File: config.mk
export PLATFORM = sky130hd
export DESIGN_NAME = integrator_channel_scheduler
export DESIGN_NICKNAME = d
export VERILOG_FILES = /design/src/rtl/integrator_channel_scheduler_pkg.sv /design/src/rtl/integrator_channel_scheduler_rr_arbiter.sv /design/src/rtl/integrator_channel_scheduler.sv
export SDC_FILE = /design/constraint.sdc
export NUM_CORES = 1
export LEC_CHECK = 0
export BUFFER_PORTS_ARGS = -buffer_cell sky130_fd_sc_hd__buf_2
export CORE_MARGIN = 4
export CORE_UTILIZATION = 61
export CTS_CLUSTER_SIZE = 28
export DETAILED_ROUTE_END_ITERATION = 8
export PLACE_DENSITY_LB_ADDON = 0.12
export SLEW_MARGIN = 40
export SYNTH_ARGS = -nofsm -noshare
export SYNTH_HDL_FRONTEND = slang
export SYNTH_HIERARCHICAL = 1
export SYNTH_SLANG_ARGS = --single-unit
export TNS_END_PERCENT = 10
File: constraint.sdc
create_clock -name clock -period 13.4 [get_ports clock]
set_input_delay 2.68 -clock clock [delete_from_list [all_inputs] [get_ports clock]]
set_output_delay 2.68 -clock clock [all_outputs]
set_load 0.05 [all_outputs]
File: src/rtl/integrator_channel_scheduler_pkg.sv
// integrator_sched_pkg: shared FSM/saturation types and the saturating clamp helper
package integrator_sched_pkg;
  localparam int SAT_W = 32;
  typedef enum logic {INIT, RUN} fsm_state_t;
  typedef struct packed {
    logic hit_up;
    logic hit_down;
  } sat_flags_t;
  typedef struct packed {
    logic [SAT_W-1:0] value;
    sat_flags_t flags;
  } sat_result_t;
  function automatic sat_result_t saturate(
    input logic signed [SAT_W:0] sum,
    input logic signed [SAT_W-1:0] up,
    input logic signed [SAT_W-1:0] down
  );
    sat_result_t r;
    r.flags.hit_up = sum > (SAT_W+1)'(up);
    r.flags.hit_down = !r.flags.hit_up && sum < (SAT_W+1)'(down);
    r.value = r.flags.hit_up ? up : r.flags.hit_down ? down : sum[SAT_W-1:0];
    return r;
  endfunction
endpackage

File: src/rtl/integrator_channel_scheduler_rr_arbiter.sv
// rr_arbiter: round-robin one-hot grant starting at a rotating pointer
module rr_arbiter #(
  parameter int N = 4
) (
  input  logic         clock,
  input  logic         reset,
  input  logic [N-1:0] request,
  input  logic         advance,
  output logic [N-1:0] grant
);
  localparam int CW = $clog2(N);
  logic [CW-1:0] ptr, gidx;
  logic [N-1:0] masked;
  // lowest request at or above the pointer, else lowest overall (wrap)
  always_comb begin
    masked = request & ({N{1'b1}} << ptr);
    grant = |masked ? masked & (~masked + 1'b1) : request & (~request + 1'b1);
    gidx = '0;
    for (int i = 0; i < N; i++) if (grant[i]) gidx = CW'(i);
  end
  // pointer moves just past the granted requester on each accepted grant
  always_ff @(posedge clock)
    ptr <= !reset ? '0 : advance ? (gidx == CW'(N-1) ? '0 : gidx + 1'b1) : ptr;
endmodule

File: src/rtl/integrator_channel_scheduler.sv
// integrator_channel_scheduler: one saturating integrator shared round-robin across N channels
module integrator_channel_scheduler
  import integrator_sched_pkg::*;
#(
  parameter int DATA_WIDTH = 16,
  parameter int N_CHANNELS = 4,
  parameter int CH_WIDTH   = $clog2(N_CHANNELS)
) (
  input  logic                             clock,
  input  logic                             reset,
  input  logic [N_CHANNELS-1:0]            req_valid,
  output logic [N_CHANNELS-1:0]            req_ready,
  input  logic [N_CHANNELS*DATA_WIDTH-1:0] error_in,
  input  logic signed [DATA_WIDTH-1:0]     limit_int_up,
  input  logic signed [DATA_WIDTH-1:0]     limit_int_down,
  input  logic                             clear_all,
  input  logic                             clear_ch_valid,
  input  logic [CH_WIDTH-1:0]              clear_ch,
  output logic                             out_valid,
  output logic [CH_WIDTH-1:0]              out_channel,
  output logic signed [DATA_WIDTH-1:0]     out_data,
  output logic [1:0]                       out_sat,
  output logic                             busy_init
);
  fsm_state_t state;
  logic [CH_WIDTH-1:0] sweep, gidx, s0_ch;
  logic s0_valid, run, take;
  logic signed [DATA_WIDTH-1:0] s0_err;
  logic signed [DATA_WIDTH-1:0] mem [2**CH_WIDTH];
  logic signed [DATA_WIDTH:0] sum;
  sat_result_t res;
  logic [N_CHANNELS-1:0] grant;
  assign run = state == RUN;
  assign take = run && |req_valid;
  assign req_ready = run ? grant : '0;
  assign busy_init = !run;
  rr_arbiter #(.N(N_CHANNELS)) u_arb (
    .clock(clock),
    .reset(reset),
    .request(req_valid),
    .advance(take),
    .grant(grant)
  );
  // grant index and stage-1 integrate/clamp against the live register file
  always_comb begin
    gidx = '0;
    for (int i = 0; i < N_CHANNELS; i++) if (grant[i]) gidx = CH_WIDTH'(i);
    sum = (DATA_WIDTH+1)'(s0_err) + (DATA_WIDTH+1)'(mem[s0_ch]);
    res = saturate((SAT_W+1)'(sum), SAT_W'(limit_int_up), SAT_W'(limit_int_down));
  end
  // control FSM, stage-0 capture and registered result outputs
  always_ff @(posedge clock) begin
    if (!reset) begin
      state <= INIT;
      sweep <= '0;
      s0_valid <= 1'b0;
      out_valid <= 1'b0;
      out_channel <= '0;
      out_data <= '0;
      out_sat <= '0;
    end else begin
      s0_valid <= take;
      if (take) begin
        s0_ch <= gidx;
        s0_err <= error_in[gidx*DATA_WIDTH +: DATA_WIDTH];
      end
      out_valid <= s0_valid;
      if (s0_valid) begin
        out_channel <= s0_ch;
        out_data <= res.value[DATA_WIDTH-1:0];
        out_sat <= res.flags;
      end
      if (clear_all) begin
        state <= INIT;
        sweep <= '0;
      end else if (!run) begin
        state <= sweep == CH_WIDTH'(N_CHANNELS-1) ? RUN : INIT;
        sweep <= sweep == CH_WIDTH'(N_CHANNELS-1) ? '0 : sweep + 1'b1;
      end
    end
  end
  // write-back first so a same-edge single clear or sweep clear overrides it
  always_ff @(posedge clock) begin
    if (reset) begin
      if (s0_valid) mem[s0_ch] <= res.value[DATA_WIDTH-1:0];
      if (run && clear_ch_valid) mem[clear_ch] <= '0;
      if (!run) mem[sweep] <= '0;
    end
  end
endmodule
# After elaboration in Yosys (flattened, before gate mapping)
# Memory sizes are Yosys's and may differ from the RTL's. A register that Yosys moved wholly into a read port is not among the register bits.
# Index checks and enable logic that the tools add are counted.
# totals
register_bits	45
ramBits	64
inputBits	106
out_inout_bits	26
wordCells	62
mem_count	1
# classes
n_addsub	5
magnitude_cmp	2
eq_ne	2
n_shift	2
mux	24
n_bitwise	6
reduce_logical	10
# mem_list
memory	words	width	read_ports	rd_ports_with_merged_regs	wr	line	text
mem	4	16	1	1	2	integrator_channel_scheduler.sv:29	logic signed [DATA_WIDTH-1:0] mem [2**CH_WIDTH];
# ops
cell	count
$shiftx 64x7->16	1
$mux 16	3
$add 16x16->17	1
$gt 17x16->1	1
$lt 17x16->1	1
$reduce_or 16->1	1
$mux 1	13
$and 4x4->4	3
$mux 2	6
$add 4x1->4 const B	2
$mux 4	2
$not 4->4	2
$reduce_or 4->1	2
$add 2x1->2 const B	2
$eq 2x2->1 const B	2
$shl 4x2->4 const A	1
$logic_and 1x1->1	3
$logic_not 1->1	2
$reduce_and 2->1	1
$reduce_or 2->1	1
$not 1->1	1

# Longest topological paths before layout
# Gate-level depths: netlist of run 1.
# logic_depth
word_depth	11
mapped_depth	23
depth_no_buf	20

# Modules after synthesis
# Netlist of run 1, hierarchy kept.
# by_module_without_submodules
mod	instances	cells_per_inst	area_per_inst_um2	seq_area_each_um2
integrator_channel_scheduler	1	793	6720.2	2362.3
rr_arbiter	1	28	198.9	40.0

# Worst setup path before layout of run 1
# No wires, ideal clock.
# synth_timing
path_type	input-to-output
from	in req_valid[0]
to	out req_ready[1]
arrival_ns	4.388
t_required_ns	10.720
path_slack_ns	6.332
path_stages	6
n_path_buf	2
path_cell_list	o21ai_0 o211ai_2 inv_1 clkbuf_1 clkbuf_1 and2_1
# synth_via
elab_chain_len	6
word_cells_on_any_way	10
classes_between	add/sub (2); mux (2); bitwise (5); reduce/logical (1)
# synth_rtl
element	line	text
from (decl)	integrator_channel_scheduler.sv:11	input logic [N_CHANNELS-1:0] req_valid,
$and 4x4->4	integrator_channel_scheduler_rr_arbiter.sv:16	masked = request & ({N{1'b1}} << ptr);
$not 4->4	integrator_channel_scheduler_rr_arbiter.sv:17	grant = |masked ? masked & (~masked + 1'b1) : request & (~request + 1'b1);
$add 4x1->4	integrator_channel_scheduler_rr_arbiter.sv:17	
$and 4x4->4	integrator_channel_scheduler_rr_arbiter.sv:17	
$mux 4 (*)	integrator_channel_scheduler_rr_arbiter.sv:17	
via grant[1]	integrator_channel_scheduler.sv:32	logic [N_CHANNELS-1:0] grant;
$mux 4 (*)	integrator_channel_scheduler.sv:35	assign req_ready = run ? grant : '0;
to (decl)	integrator_channel_scheduler.sv:12	output logic [N_CHANNELS-1:0] req_ready,
# Mark *: on every way through the listed nets, which the timed path passes. The rest lies on a longest branch.

# Worst setup path after layout of run 1
# layout_timing
from	in req_valid[2]
to	out req_ready[1]
# layout_via
elab_chain_len	4
# layout_rtl
element	line
$and 4x4->4	integrator_channel_scheduler_rr_arbiter.sv:16
$reduce_or 4->1	integrator_channel_scheduler_rr_arbiter.sv:17
$mux 4	integrator_channel_scheduler_rr_arbiter.sv:17
via grant[1]	integrator_channel_scheduler.sv:32
$mux 4	integrator_channel_scheduler.sv:35
# The timed path passes the listed nets, and every way through them passes these cells.

==> tab_implementation.tex, run 1 <==
\begin{tabular}{lr}
\hline
Metric & Value \\
\hline
\multicolumn{2}{l}{\textbf{Worst setup path}} \\
\quad CP endpoint kind & output port \\
\quad List of cells traversed by the critical path & buf\_2 > a21oi\_1 > o211ai\_2 > clkinv\_1 > and2\_1 > buf\_2 \\
\quad Crit path largest cell delay & 650 ps \\
\quad Flop2flop setup slack & 6970 ps \\
\quad Crit path DAT & $\sim$4400 ps \\
\quad Most numerous cell on the critical path & sky130\_fd\_sc\_hd\_\_buf\_2 \\
\quad Startpoint-to-endpoint class of the critical path & input pin to output port \\
\quad Count of buffering cells on the critical path with inverters included & 3 \\
\quad Startpoint kind of the worst setup timing path & input pin \\
\quad Worst-path maximum fanout & 19 \\
\quad Slowest library cell on the worst path & sky130\_fd\_sc\_hd\_\_clkinv\_1 \\
\quad Critical Path RT & 10720 ps \\
\quad Top Family by Delay on Critical Path & buffers and inverters \\
\multicolumn{2}{l}{\textbf{Clocking}} \\
\quad CTS Sinks & $\sim$110 \\
\quad Number of gates resized after CTS & 0 \\
\quad Setup fix buffers added after clock tree synthesis & 0 \\
\quad Total CTS buffers & 9 \\
\quad TritonCTS clock tree & built \\
\quad Max H-tree Level & 3 \\
\quad Source-to-sink clock delay at the later pin of the worst-skew pair & $\sim$360 ps \\
\quad Cell at the root of the clock tree & sky130\_fd\_sc\_hd\_\_clkbuf\_16 \\
\quad Clock transition at path regs & about 70 ps \\
\quad Hold bufs inserted after CTS & 0 \\
\quad CTS Buffer Depth & 2 \\
\multicolumn{2}{l}{\textbf{Routing}} \\
\quad Drt via density & a little over 6 \\
\quad Drt first pass iters & 7 \\
\quad Overall via count from detail\_route & about 6.6k \\
\quad Post-route ant nets & 0 \\
\quad DR WL met3 & 1.48 mm \\
\quad Count of unresolved DRC violations after routing & 0 \\
\quad Final wirelength & a little under 20 mm \\
\quad Detailed router's first-iteration violation count & about 650 \\
\quad Average wire per cell in the routed design & roughly 18 µm \\
\quad Detailed-routed wire length on met2 & approximately 9.5 mm \\
\quad Highest metal used & met4 \\
\quad Routed met1 length & 8.01 mm \\
\multicolumn{2}{l}{\textbf{Timing}} \\
\quad Unrepaired setup endpoints after global routing & false \\
\quad Period utilisation layout & 0.528 \\
\quad Total Neg Setup Slack & 0 ps \\
\quad Time the final worst path needs with I/O delays and setup & between 7000 and 8000 ps \\
\quad Slew HR & 0.435 \\
\quad Fmax achieved & approximately 140 MHz \\
\quad Final-report setup violation count & 0 \\
\quad Final Hold Slack & 456 ps \\
\quad Worst setup skew after layout & between 10 and 15 ps \\
\quad Slew at the pin closest to its max-slew limit & 843 ps \\
\quad Number of endpoints with negative hold slack in the final report & 0 \\
\quad Number of max-slew violations in the final report & 0 \\
\multicolumn{2}{l}{\textbf{Finish}} \\
\quad Post-route non-filler standard cell count & 1071 \\
\quad Fill cells & roughly 850 \\
\quad Proportion of layout cells with a drive suffix above 1 & 0.218 \\
\quad Commonest non-fill, non-tap cell in the layout & sky130\_fd\_sc\_hd\_\_buf\_2 \\
\quad Total area of sequential cells & about 2400 µm² \\
\quad Area of the multi-input gates & 4230 µm² \\
\quad Count of nets after finishing & $\sim$1.1k \\
\quad Layout overhead on the synthesized area & 15.2\% \\
\quad Commonest cells after routing, fill and taps aside & sky130\_fd\_sc\_hd\_\_buf\_2 (131), sky130\_fd\_sc\_hd\_\_nand2\_1 (118), sky130\_fd\_sc\_hd\_\_dfxtp\_1 (93) \\
\quad Antenna Cells & 0 \\
\multicolumn{2}{l}{\textbf{Placement}} \\
\quad Count of input and output buffers & 131 \\
\quad Number of cells after detailed placement & between 1k and 1.5k \\
\quad HPWL after DPL & about 15 mm \\
\quad Weighted congestion at the end of routability-driven global placement & about 0.92 \\
\multicolumn{2}{l}{\textbf{GRT}} \\
\quad Aggregate global-route resource usage & 0.294 \\
\quad Maximum number of pins on one net before global-route repair & 38 \\
\quad Wire length of the first global-routing pass & just over 30 mm \\
\quad Vias in the first global route & around 6.3k \\
\quad Number of antenna violations at the first check in global routing & 0 \\
\quad Gr ovfl total & 0 \\
\multicolumn{2}{l}{\textbf{Power and ir drop}} \\
\quad Leakage power total & $\sim$3.3 nW \\
\quad Worst voltage drop across the vdd grid & $\sim$0.1 mV \\
\quad PnR Total Power & roughly 0.00077 W \\
\quad Power per cell area & a little under 100 nW/µm² \\
\multicolumn{2}{l}{\textbf{Synthesis}} \\
\quad Post-synth EDFFs & 18 \\
\quad Primary FF master, synth & sky130\_fd\_sc\_hd\_\_dfxtp\_1 \\
\quad Cells after synthesis & $\sim$820 \\
\quad Distinct cells, synth & 72 \\
\quad Share of flip-flops with an asynchronous set or reset after synthesis & 0 \\
\quad Cell area after technology mapping & roughly 6900 µm² \\
\quad Per-instance average area after synthesis & 8.43 µm² \\
\quad Synthesis warning total & 6 \\
\quad Sequential area share after synthesis & 0.347 \\
\quad Yosys reg bits & about 110 \\
\quad Synth Net Count & 978 \\
\multicolumn{2}{l}{\textbf{Floorplanning}} \\
\quad I/O pin count & around 130 \\
\quad Core region area & approximately 11000 µm² \\
\quad Vertical extent of the die & about 110 µm \\
\quad Row count & 38 \\
\quad Die area & 13100 µm² \\
\quad Initial Util & 0.630 \\
\quad Overall die width & approximately 110 µm \\
\multicolumn{2}{l}{\textbf{Status}} \\
\quad Result of the run & completed \\
\multicolumn{2}{l}{\textbf{Worst hold path}} \\
\quad Worst Hold Class & flop to flop \\
\multicolumn{2}{l}{\textbf{Flow run}} \\
\quad Max-capacitance violation count & 0 \\
\hline
\end{tabular}
## kinds of logic (layout without fill, tap and decap cells)
family	Yosys count	count (layout)	share of synthesized area
fa+ha+maj	51	51	0.0933
flops	111	111	0.347
compound gates	232	232	0.213
mux	47	47	0.0976
simple gates	284	284	0.185
xor+xnor	10	10	0.0127
buf+inv	86	196	0.0512
## metrics by stage
stage          area (µm²)   util  setup WS, ps
3_5_place_dp         7630  0.694          6440
5_1_grt              7970  0.726          6200
6_report             7970  0.726          6330
3_3_place_gp         7610  0.693          6330
4_1_cts              7930  0.722          6440
2_1_floorplan        6920      -          6330
## synth_stat cells, drive strengths merged (3+ instances only)
cell type  instances  share of area
a211oi            17          0.018
a21boi             3         0.0033
a21o              10          0.011
a21oi             74          0.056
a31oi             15          0.016
and2               7         0.0063
and3               4         0.0036
buf                8         0.0074
clkbuf            32          0.017
dfxtp             93           0.27
edfxtp            18          0.078
ha                50          0.090
inv               43          0.023
mux2               4         0.0065
mux2i             27          0.039
mux4              16          0.052
nand2            119          0.066
nand2b             5         0.0045
nand3             23          0.017
nand3b             4         0.0043
nand4              6         0.0054
nor2              72          0.039
nor2b             18          0.016
nor3              14          0.010
o2111ai            3         0.0038
o211ai             5         0.0061
o21ai             55          0.040
o21bai             3         0.0033
o22ai             13          0.012
o2bb2ai            4         0.0051
o31ai              5         0.0054
o32ai              4         0.0051
or2                4         0.0036
xnor2              8          0.010
## path summary, 6_finish.rpt
| check | startpoint | end | cells past startpoint |
|---|---|---|---|
| setup / recovery | req_valid[2] | req_ready[1] | 6 |
| hold / removal | mem[0][8]$_SDFFE_PP0P_ | mem[0][8]$_SDFFE_PP0P_ | 2 |
| setup reg to reg | flop | out_data[4]$_SDFFE_PN0P_ | 18 |
| hold reg to reg | mem[0][8]$_SDFFE_PP0P_ | mem[0][8]$_SDFFE_PP0P_ | 2 |
## metal layers
layer / vias up / GRT usage
li1: 3176 / -
met1: 3119 / 0.372
met2: 254 / 0.486
met3: 39 / 0.0666
met4: 0 / 0.114
met5: - / 0
## registers in the layout, summed over array words and instances (netlist names), named ones only
signal       flops
out_sat          2
u_arb/ptr        2
out_data        16
sweep            2
out_channel      2
s0_err          16
out_valid        1
run              1
s0_ch            2
s0_valid         1
mem             64
## power breakdown
part / switching, W / total (W) / leakage, nW / internal [W]
Combinational: 0.0000926 / 0.000144 / 2.28 / 0.0000518
Sequential: 0.00000312 / 0.000348 / 0.914 / 0.000345
Clock: 0.000126 / 0.000274 / 0.148 / 0.000147
Total: 0.000222 / 0.000766 / 3.35 / 0.000544
## final cells by class
cell class	instances	area share
Multi-Input combinational cell	624	0.531
Sequential cell	111	0.301
Timing Repair Buffer	136	0.0870
Clock buffer	9	0.0283
Tap cell	140	0.0220
Inverter	44	0.0207
Clock inverter	7	0.0100
## tightest hold or removal path, stage by stage (launching register included)
cell and delay, ps:
sky130_fd_sc_hd__dfxtp_1 310, sky130_fd_sc_hd__nand2_1 50, sky130_fd_sc_hd__o2bb2ai_1 50
No activity file was read; power rests on OpenSTA's default activity.
==> run 2, diff against run 1 <==
- CORE_UTILIZATION: 61 -> 51
- clock period: 13.4 -> 6.2 ns (I/O delays scaled with it)
==> run 2 against run 1 <==
Effect of this change: combinational power up 130%; non-clock buffer count up 22; total power up 110%; die area up 18%; via count up 0.67%; register-to-register slack worse by 6400 ps; flip-flop and latch count unchanged; clock-buffer cell count unchanged; critical path type is now flop to flop; largest power group unchanged; highest routed layer unchanged.
==> tab_implementation.tex, run 2 (synthesis results as in run 1) <==
\begin{tabular}{lr}
\hline
Metric & Value \\
\hline
\multicolumn{2}{l}{\textbf{Status}} \\
\quad Result of the run & completed \\
\multicolumn{2}{l}{\textbf{Routing}} \\
\quad Count of unresolved DRC violations after routing & 0 \\
\quad Drt first pass iters & 8 \\
\quad Drt via density & 5.88 \\
\quad Post-route ant nets & 0 \\
\quad Detailed router's first-iteration violation count & 582 \\
\quad Final wirelength & approximately 21 mm \\
\quad Overall via count from detail\_route & about 6.6k \\
\quad Average wire per cell in the routed design & between 15 and 20 µm \\
\multicolumn{2}{l}{\textbf{Finish}} \\
\quad Commonest non-fill, non-tap cell in the layout & sky130\_fd\_sc\_hd\_\_buf\_2 \\
\quad Registers with the most flip-flops & mem: 64 flops, out\_data: 16 flops, s0\_err: 16 flops \\
\quad Final core utilization & 0.611 \\
\quad Max FFs per register & 64 \\
\quad Count of nets after finishing & between 1k and 1.5k \\
\quad Commonest cells after routing, fill and taps aside & sky130\_fd\_sc\_hd\_\_buf\_2 (131), sky130\_fd\_sc\_hd\_\_nand2\_1 (118), sky130\_fd\_sc\_hd\_\_dfxtp\_1 (93) \\
\quad Register with the most flip-flops & mem \\
\quad Proportion of layout cells with a drive suffix above 1 & 0.225 \\
\quad Design area & $\sim$8000 µm² \\
\quad Antenna Cells & 0 \\
\quad Layout overhead on the synthesized area & 16.9\% \\
\multicolumn{2}{l}{\textbf{Placement}} \\
\quad Count of input and output buffers & 131 \\
\quad Standard cell area after detailed placement & 7820 µm² \\
\quad Weighted congestion at the end of routability-driven global placement & 0.890 \\
\quad Setup Slack @ Placement & 790 ps \\
\quad HPWL after DPL & 16.5 mm \\
\multicolumn{2}{l}{\textbf{Timing}} \\
\quad Slew HR & 0.437 \\
\quad Slew at the pin closest to its max-slew limit & around 830 ps \\
\quad Number of max-slew violations in the final report & 0 \\
\quad Worst setup skew after layout & 8.17 ps \\
\quad Fmax achieved & between 150 and 200 MHz \\
\quad Time the final worst path needs with I/O delays and setup & 5590 ps \\
\quad Period utilisation layout & 0.902 \\
\quad Final Hold Slack & roughly 460 ps \\
\quad Worst path setup slack after routing & 608 ps \\
\quad Total Neg Setup Slack & 0 ps \\
\quad Number of endpoints with negative hold slack in the final report & 0 \\
\quad Final-report setup violation count & 0 \\
\quad Unrepaired setup endpoints after global routing & false \\
\multicolumn{2}{l}{\textbf{Floorplanning}} \\
\quad Initial Util & 0.522 \\
\quad I/O pin count & 132 \\
\quad Vertical extent of the die & 124 µm \\
\quad Die area & 15500 µm² \\
\quad Overall die width & roughly 120 µm \\
\quad Row count & 42 \\
\quad Core region area & around 13000 µm² \\
\multicolumn{2}{l}{\textbf{Clocking}} \\
\quad CTS Sinks & $\sim$110 \\
\quad CTS Buffer Depth & 2 \\
\quad Hold bufs inserted after CTS & 0 \\
\quad Source-to-sink clock delay at the later pin of the worst-skew pair & 360 ps \\
\quad Cell at the root of the clock tree & sky130\_fd\_sc\_hd\_\_clkbuf\_16 \\
\quad Setup fix buffers added after clock tree synthesis & 0 \\
\quad TritonCTS clock tree & built \\
\quad Max H-tree Level & 3 \\
\quad Clock transition at path regs & 70 ps \\
\quad Total CTS buffers & 9 \\
\quad Number of gates resized after CTS & 0 \\
\multicolumn{2}{l}{\textbf{GRT}} \\
\quad Aggregate global-route resource usage & 0.268 \\
\quad Gr ovfl total & 0 \\
\quad Number of antenna violations at the first check in global routing & 0 \\
\quad Vias in the first global route & approximately 6.4k \\
\quad Wire length of the first global-routing pass & between 30 and 40 mm \\
\quad Maximum number of pins on one net before global-route repair & 38 \\
\multicolumn{2}{l}{\textbf{Worst setup path}} \\
\quad CP endpoint kind & flop \\
\quad Startpoint kind of the worst setup timing path & flop \\
\quad Count of buffering cells on the critical path with inverters included & 1 \\
\quad List of cells traversed by the critical path & buf\_4 > mux4\_2 > ha\_1 > a2111oi\_0 > o21ai\_1 > a41o\_1 > a21o\_1 > a211oi\_1 > nor2\_1 > ha\_1 > a211oi\_1 > a211o\_1 > a41o\_1 > nand2\_4 > mux2\_2 > a21oi\_2 > a211oi\_1 \\
\quad Critical Path RT & about 6400 ps \\
\quad Slowest library cell on the worst path & sky130\_fd\_sc\_hd\_\_mux4\_2 \\
\quad Startpoint-to-endpoint class of the critical path & flop to flop \\
\quad Worst-path maximum fanout & 10 \\
\quad Crit path DAT & between 5000 and 6000 ps \\
\quad Most numerous cell on the critical path & sky130\_fd\_sc\_hd\_\_a211oi\_1 \\
\quad Top Family by Delay on Critical Path & compound AO/OA/AOI/OAI gates \\
\quad Crit path largest cell delay & between 500 and 600 ps \\
\multicolumn{2}{l}{\textbf{Flow run}} \\
\quad Max-capacitance violation count & 0 \\
\multicolumn{2}{l}{\textbf{Power and ir drop}} \\
\quad Worst voltage drop across the vdd grid & $\sim$0.15 mV \\
\quad Power per cell area & just over 200 nW/µm² \\
\quad Leakage power total & 3.44 nW \\
\multicolumn{2}{l}{\textbf{Worst hold path}} \\
\quad Worst Hold Class & flop to flop \\
\hline
\end{tabular}
==> run 2: cell count changes in the layout (fill, tap and decap cells not counted), moves of 2 or more <==
cell	before	now
sky130_fd_sc_hd__a31oi_1	9	14
sky130_fd_sc_hd__o21ai_1	20	22
sky130_fd_sc_hd__nor2_1	68	71
sky130_fd_sc_hd__a31oi_2	5	0
sky130_fd_sc_hd__nor2_2	4	1
sky130_fd_sc_hd__o21ai_0	35	33
sky130_fd_sc_hd__buf_4	5	27
==> run 2: path summary, 6_finish.rpt <==
path | start | end | slack (ps) | cells after the start
worst min register to register | mem[2][5]$_SDFFE_PP0P_ | mem[2][5]$_SDFFE_PP0P_ | 460 | 2
worst max-delay path | flop | mem[2][14]$_SDFFE_PP0P_ | 610 | 17
worst min-delay path | mem[2][5]$_SDFFE_PP0P_ | mem[2][5]$_SDFFE_PP0P_ | 460 | 2
worst max register to register | flop | mem[2][14]$_SDFFE_PP0P_ | 610 | 17
==> run 2: where the power goes <==
part           internal, W  switching (W)  leakage [nW]
logic             0.000132       0.000200          2.39
registers         0.000745     0.00000708         0.914
clock network     0.000273       0.000268         0.136
==> run 2: layer usage <==
layer | vias up | global-route usage | routed length [µm]
met5 | - | 0 | 0
met4 | 0 | 0.0896 | 479
met3 | 38 | 0.0596 | 1510
met2 | 251 | 0.443 | 10200
met1 | 3125 | 0.349 | 9010
li1 | 3218 | - | -
==> run 2: cell type report <==
cell class,instances,area [µm²]
flip-flops and latches,111,2400
repair buffers,158,858
clock buffers,9,225
clock inverters,6,42.5
fillers,1246,5160
inverters,44,165
well taps,176,220
multi-input cells,624,4170
==> run 2: stage by stage <==
stage          power [W]  std cells
2_1_floorplan   0.000962        821
3_3_place_gp     0.00109       1113
3_5_place_dp     0.00109       1113
4_1_cts          0.00163       1128
5_1_grt          0.00170       1128
6_report         0.00163       1128
==> run 2: worst min-delay path: stages, from the launching register on <==
cell,delay [ps]
sky130_fd_sc_hd__dfxtp_1,310
sky130_fd_sc_hd__nand2_1,50
sky130_fd_sc_hd__a21oi_1,50
